[src/rtl/dmem_responder.sv]
// dmem_responder
// ---------------------------------------------------------------------------
// Handshaked data-memory responder: the memory end of the CPU load/store
// interface. It accepts one word request at a time in IDLE, waits
// WAIT_CYCLES cycles in BUSY, and then commits the access. The response is
// held in RESP until the requester takes it.
//
// Parameters
//   DEPTH        number of 32-bit words (power of two, >= 2)
//   WAIT_CYCLES  wait states between accept and response (0..15)
//   TEST_WORD    word index whose low half is shown on test_value
//
// Ports
//   clk         system clock, rising edge
//   reset       synchronous active-high reset (clears FSM and all memory)
//   req_valid   request present                 req_ready  responder in IDLE
//   req_write   1 = store, 0 = load             req_addr   byte address
//   req_wdata   store data
//   resp_valid  response held in RESP           resp_ready requester takes it
//   resp_rdata  load data (0 for stores/errors) resp_err   misaligned/out of range
//   test_value  mem[TEST_WORD][15:0], combinational from storage
// ---------------------------------------------------------------------------
module dmem_responder #(
    parameter int DEPTH       = 64,
    parameter int WAIT_CYCLES = 2,
    parameter int TEST_WORD   = 0
) (
    input  logic        clk,
    input  logic        reset,
    input  logic        req_valid,
    output logic        req_ready,
    input  logic        req_write,
    input  logic [31:0] req_addr,
    input  logic [31:0] req_wdata,
    output logic        resp_valid,
    input  logic        resp_ready,
    output logic [31:0] resp_rdata,
    output logic        resp_err,
    output logic [15:0] test_value
);

    localparam int IDX_W = $clog2(DEPTH);
    localparam logic [3:0] WAIT_M1 = (WAIT_CYCLES > 0) ? 4'(WAIT_CYCLES - 1) : 4'd0;

    typedef enum logic [1:0] {
        IDLE,
        BUSY,
        RESP
    } state_t;

    state_t             state_q, state_d;
    logic [3:0]         count_q, count_d;
    logic               write_q, write_d;
    logic [IDX_W-1:0]   idx_q, idx_d;
    logic [31:0]        wdata_q, wdata_d;
    logic               err_q, err_d;
    logic [31:0]        rdata_q, rdata_d;
    logic               resp_err_q, resp_err_d;

    logic [31:0]        mem_q [DEPTH];

    // Decoded view of the incoming request. The upper address bits only feed
    // the error flag; the index is never wrapped.
    logic               req_err;
    logic [IDX_W-1:0]   req_idx;

    // Operation being committed this edge: the captured request normally,
    // the live request when there are no wait states.
    logic               commit;
    logic               cur_write;
    logic [IDX_W-1:0]   cur_idx;
    logic [31:0]        cur_wdata;
    logic               cur_err;
    logic               mem_we;

    assign req_err = (req_addr[1:0] != 2'b00) ||
                     ({2'b00, req_addr[31:2]} >= 32'(DEPTH));
    assign req_idx = req_addr[IDX_W+1:2];

    // Next-state logic for the IDLE -> BUSY -> RESP handshake. The commit
    // block at the bottom overrides the state and response registers on the
    // edge that enters RESP.
    always_comb begin
        state_d    = state_q;
        count_d    = count_q;
        write_d    = write_q;
        idx_d      = idx_q;
        wdata_d    = wdata_q;
        err_d      = err_q;
        rdata_d    = rdata_q;
        resp_err_d = resp_err_q;
        commit     = 1'b0;
        cur_write  = write_q;
        cur_idx    = idx_q;
        cur_wdata  = wdata_q;
        cur_err    = err_q;
        mem_we     = 1'b0;

        case (state_q)
            IDLE: begin
                if (req_valid) begin
                    write_d = req_write;
                    idx_d   = req_idx;
                    wdata_d = req_wdata;
                    err_d   = req_err;
                    if (WAIT_CYCLES == 0) begin
                        commit    = 1'b1;
                        cur_write = req_write;
                        cur_idx   = req_idx;
                        cur_wdata = req_wdata;
                        cur_err   = req_err;
                    end else begin
                        state_d = BUSY;
                        count_d = WAIT_M1;
                    end
                end
            end
            BUSY: begin
                if (count_q == 4'd0) begin
                    commit = 1'b1;
                end else begin
                    count_d = count_q - 4'd1;
                end
            end
            RESP: begin
                if (resp_ready) begin
                    state_d    = IDLE;
                    rdata_d    = '0;
                    resp_err_d = 1'b0;
                end
            end
            default: begin
                state_d = IDLE;
            end
        endcase

        // A load returns the word as it was before this edge; a store or an
        // error response carries zero data.
        if (commit) begin
            state_d    = RESP;
            resp_err_d = cur_err;
            mem_we     = cur_write && !cur_err;
            rdata_d    = (!cur_write && !cur_err) ? mem_q[cur_idx] : '0;
        end
    end

    // Control and response registers.
    always_ff @(posedge clk) begin
        if (reset) begin
            state_q    <= IDLE;
            count_q    <= '0;
            write_q    <= 1'b0;
            idx_q      <= '0;
            wdata_q    <= '0;
            err_q      <= 1'b0;
            rdata_q    <= '0;
            resp_err_q <= 1'b0;
        end else begin
            state_q    <= state_d;
            count_q    <= count_d;
            write_q    <= write_d;
            idx_q      <= idx_d;
            wdata_q    <= wdata_d;
            err_q      <= err_d;
            rdata_q    <= rdata_d;
            resp_err_q <= resp_err_d;
        end
    end

    // Storage. Reset clears every word, so a store pending at reset is lost.
    always_ff @(posedge clk) begin
        if (reset) begin
            for (int i = 0; i < DEPTH; i++) begin
                mem_q[i] <= '0;
            end
        end else if (mem_we) begin
            mem_q[cur_idx] <= cur_wdata;
        end
    end

    assign req_ready  = (state_q == IDLE);
    assign resp_valid = (state_q == RESP);
    assign resp_rdata = rdata_q;
    assign resp_err   = resp_err_q;
    assign test_value = mem_q[TEST_WORD][15:0];

endmodule

[config.mk]
export PLATFORM = sky130hd
export DESIGN_NAME = dmem_responder
export DESIGN_NICKNAME = d
export VERILOG_FILES = /design/src/rtl/dmem_responder.sv
export SDC_FILE = /design/constraint.sdc
export NUM_CORES = 2
export LEC_CHECK = 0
export BUFFER_PORTS_ARGS = -buffer_cell sky130_fd_sc_hd__buf_2
export CAP_MARGIN = 20
export CORE_ASPECT_RATIO = 0.9
export CORE_MARGIN = 5
export CORE_UTILIZATION = 25
export DETAILED_ROUTE_END_ITERATION = 10
export SYNTH_ARGS = -nofsm -noshare
export SYNTH_HDL_FRONTEND = slang
export SYNTH_SLANG_ARGS = --single-unit
[constraint.sdc]
create_clock -name clk -period 4.1 [get_ports clk]
set_input_delay 0.205 -clock clk [delete_from_list [all_inputs] [get_ports clk]]
set_output_delay 0.205 -clock clk [all_outputs]
set_load 0.02 [all_outputs]
==> qor.txt <==
Top cells by area, synth -> edfxtp_1 64%, and2_1 13%, mux4_2 11%
Cell-internal power -> 37.1 mW
Pwr/cell area -> 443 nW/um^2
Post-Synth Adder-Cell Area -> 0.0261%
Main combinational cell family by area after synthesis -> simple AND/OR/NAND/NOR gates
Synthesis-to-layout area growth -> 16.6%
Post-synthesis simple-gate area fraction -> 16.0%
DRT iter0 DRCs -> 8655
Sequential fraction of design power -> 50.9%
GRT Resource Usage Total -> 16.1%
RD Place Congestion -> 0.921
Critical path cell sequence -> buf_4, buf_12, mux4_2, mux2i_1, nor3_1, nor3_1, o21ai_0
Critical path's top delay family -> multiplexers
Post-synthesis compound-gate area fraction -> 2.56%
Sequential Area -> 63300 um^2
IO Port Bufs -> 119
Via/cell ratio -> 4.90
Slew margin rel. -> 19.4%
Async S/R FF share, synth -> 0%
Period utilization -> 90.9%
Layout cell share with drive strength beyond 1 -> 22.4%
Mean post-synth cell area -> 15.1 um^2
Post_cts resized -> 0
Root Driver -> clkbuf_16
Most used cell, CP -> nor3_1
Pins Over Slew Limit -> 0
Nets -> 6581
Final Hold Viols -> 0
Clock sinks -> 2133
R2R setup slack -> 0.37 ns
Commonest non-fill, non-tap cell in the layout -> and2_1
Final Setup Violations -> 0
Antenna-violating nets left -> 0
Residual DRC -> 0
Fmax -> 268 MHz
Post-synthesis mux area share -> 12.8%
Combinational share of power -> 10.2%
Worst Hold Class -> in2reg
Dpl ws -> 0.636 ns
Total power -> 49.7 mW
Cell area after layout -> 112000 um^2
Die Height -> 598 um
Detailed Place HPWL -> 212000 um
Setup WS post-layout -> 0.374 ns
Non-Filler Instances -> 11800
Post-synth EDFFs -> 2048
Sequential share of the synthesized area -> 65.8%
Type of the worst setup path -> reg2reg
H-Tree Depth -> 4
Setup tns final -> 0 ns
Largest net degree at the start of global routing -> 133
Crit path max-delay cell type -> dfxtp_4
RSZ-0062 raised after global routing -> no
DRT Pass-1 Iters -> 6
Transition time of the tightest slew-check pin -> 1.21 ns
Die Area -> 397000 um^2
Antenna violations before repair -> 23
Mapped cell area -> 96000 um^2
First-pass GRT wire length -> 456000 um
Worst skew pair latency -> 0.92 ns
Num CTS Buffers -> 219
Mapped Nets -> 6438
Clk pwr share -> 38.9%
Xor/xnor share of the synthesized area -> 0.0182%
Net Sw Frac -> 25.2%
I/O Pins -> 120
Yosys reg bits -> 2133
Placed insts -> 11300
Worst VDD drop -> 0.000310 V
Cell taking the most area after synthesis -> edfxtp_1
Die Width -> 663 um
Row count -> 215
Grt ovf -> 0
Top FF cell, synth -> edfxtp_1
Routed Wire Length -> 330000 um
Post-synth cell types -> 69
Minimum clock period -> 3.73 ns
Worst Path Max Fanout -> 29
Share of the synthesized area in the top cell type -> 64.1%
Initial core utilization -> 25.2%
Max_cap viols -> 0
Vias in the first global route -> 56400
Hold_sp -> req_wdata[11]
Arr. time, crit path -> 4.49 ns
TritonCTS clock tree -> done
Reg clk slew, reported paths -> 0.07 ns
Synth Instances -> 6367
Lkg Pwr -> 39.0 nW
Buf+Inv Stages, Crit Path -> 2
CP required -> 4.87 ns
Commonest cells after routing, fill and taps aside -> 2054 x and2_1, 2048 x edfxtp_1, 476 x mux4_2, 324 x buf_4, 223 x clkbuf_16
Wire per inst -> 28.0 um
Post-DP Area -> 105000 um^2
Element type at the critical path end -> register
Switch Pwr -> 12.5 mW
Worst Setup Start Kind -> register
Vias -> 57700
CP peak stage delay -> 0.72 ns
Multi-input gate area -> 30400 um^2
Post-CTS setup buffers -> 0
Outcome -> completed
Skew final -> 0.0539 ns
Synth Warn # -> 0
FILL cells -> 37600
Longest Clk Path Bufs -> 4
Core area -> 382000 um^2
final cells by class:
cell class,instances,area share [%]
flip-flops and latches,2133,56.5
multi-input cells,3578,27.1
well taps,5099,5.70
clock buffers,290,5.36
repair buffers,571,4.59
clock inverters,99,0.674
inverters,7,0.0246
diodes,11,0.0246
power groups by stage:
stage / combinational (mW) / clock, mW / sequential [mW]
3_5_place_dp: 4.96 / 0 / 25.7
4_1_cts: 5.01 / 19.5 / 25.3
5_1_grt: 5.17 / 20.4 / 25.3
6_report: 5.06 / 19.3 / 25.3
2_1_floorplan: 2.60 / 0 / 25.2
3_3_place_gp: 4.93 / 0 / 25.7
synth_stat cells, types with 4 or more instances:
library cell and count:
edfxtp_1 2048, nor3_1 41, buf_4 23, a21boi_0 4
or2_2 66, nor2_1 132, and2_1 2056, a32o_1 17
a2111oi_0 15, a31oi_1 14, dfxtp_1 85, mux2i_1 144
a22o_1 6, a21oi_1 79, nand2_1 181, o21ai_0 35
o211ai_1 6, nand4_1 4, or3_1 9, mux2_2 12
nor4_1 12, o22ai_1 48, mux4_2 476, nand3b_1 10
and3_1 5, o41ai_1 4, buf_1 33, nand2b_1 9
nor2b_1 21, o221ai_1 7, clkbuf_1 523, a211oi_1 34
nand3_1 22, a22oi_1 45, a221oi_1 18, buf_2 69
timing repair:
action / CTS / global route
hold buffers: 47 / 0
endpoints found under the setup margin: 0 / 0
hold endpoints to repair: 49 / 0
final timing paths:
check / cells after the start / endpoint
max: 7 / resp_rdata[4]
max reg2reg: 7 / resp_rdata[4]
min: 4 / cur_wdata[11]
min reg2reg: 2 / resp_rdata[4]
sequential cells by signal (all words and copies together) (netlist names), named ones only:
name        cells
count_q         4
cur_err         1
cur_idx         6
cur_wdata      32
cur_write       1
mem_q        2048
resp_err        1
resp_rdata     32
state_q         2
per-layer routing:
| metal | global-route usage, % | up-vias | share of wire, % |
|---|---|---|---|
| li1 | - | 23500 | - |
| met2 | 24.4 | 3354 | 44 |
| met3 | 3.75 | 650 | 11 |
| met5 | 0 | - | 0 |
| met1 | 21.3 | 30200 | 39 |
| met4 | 8.60 | 0 | 6.4 |
worst min-delay path, stage by stage:
cell,delay (ns)
dlygate4sd3_1,0.53
buf_2,0.12
nand2_1,0.05
a21oi_1,0.05
kinds of logic after synthesis:
kind of cell,Yosys count
simple gates,2584
flops,2133
buf+inv,656
mux,632
compound gates,358
xor+xnor,2
fa+ha+maj,2
stage by stage:
step | util [%] | hold slack [ns]
final | 29.3 | 0.0756
after global routing | 29.3 | 0.0466
after CTS | 29.3 | 0.0518
after floorplan | - | 0.341
after detailed placement | 27.4 | 0.447
after global placement | 27.4 | 0.440
(Power assumes the default switching activity.)
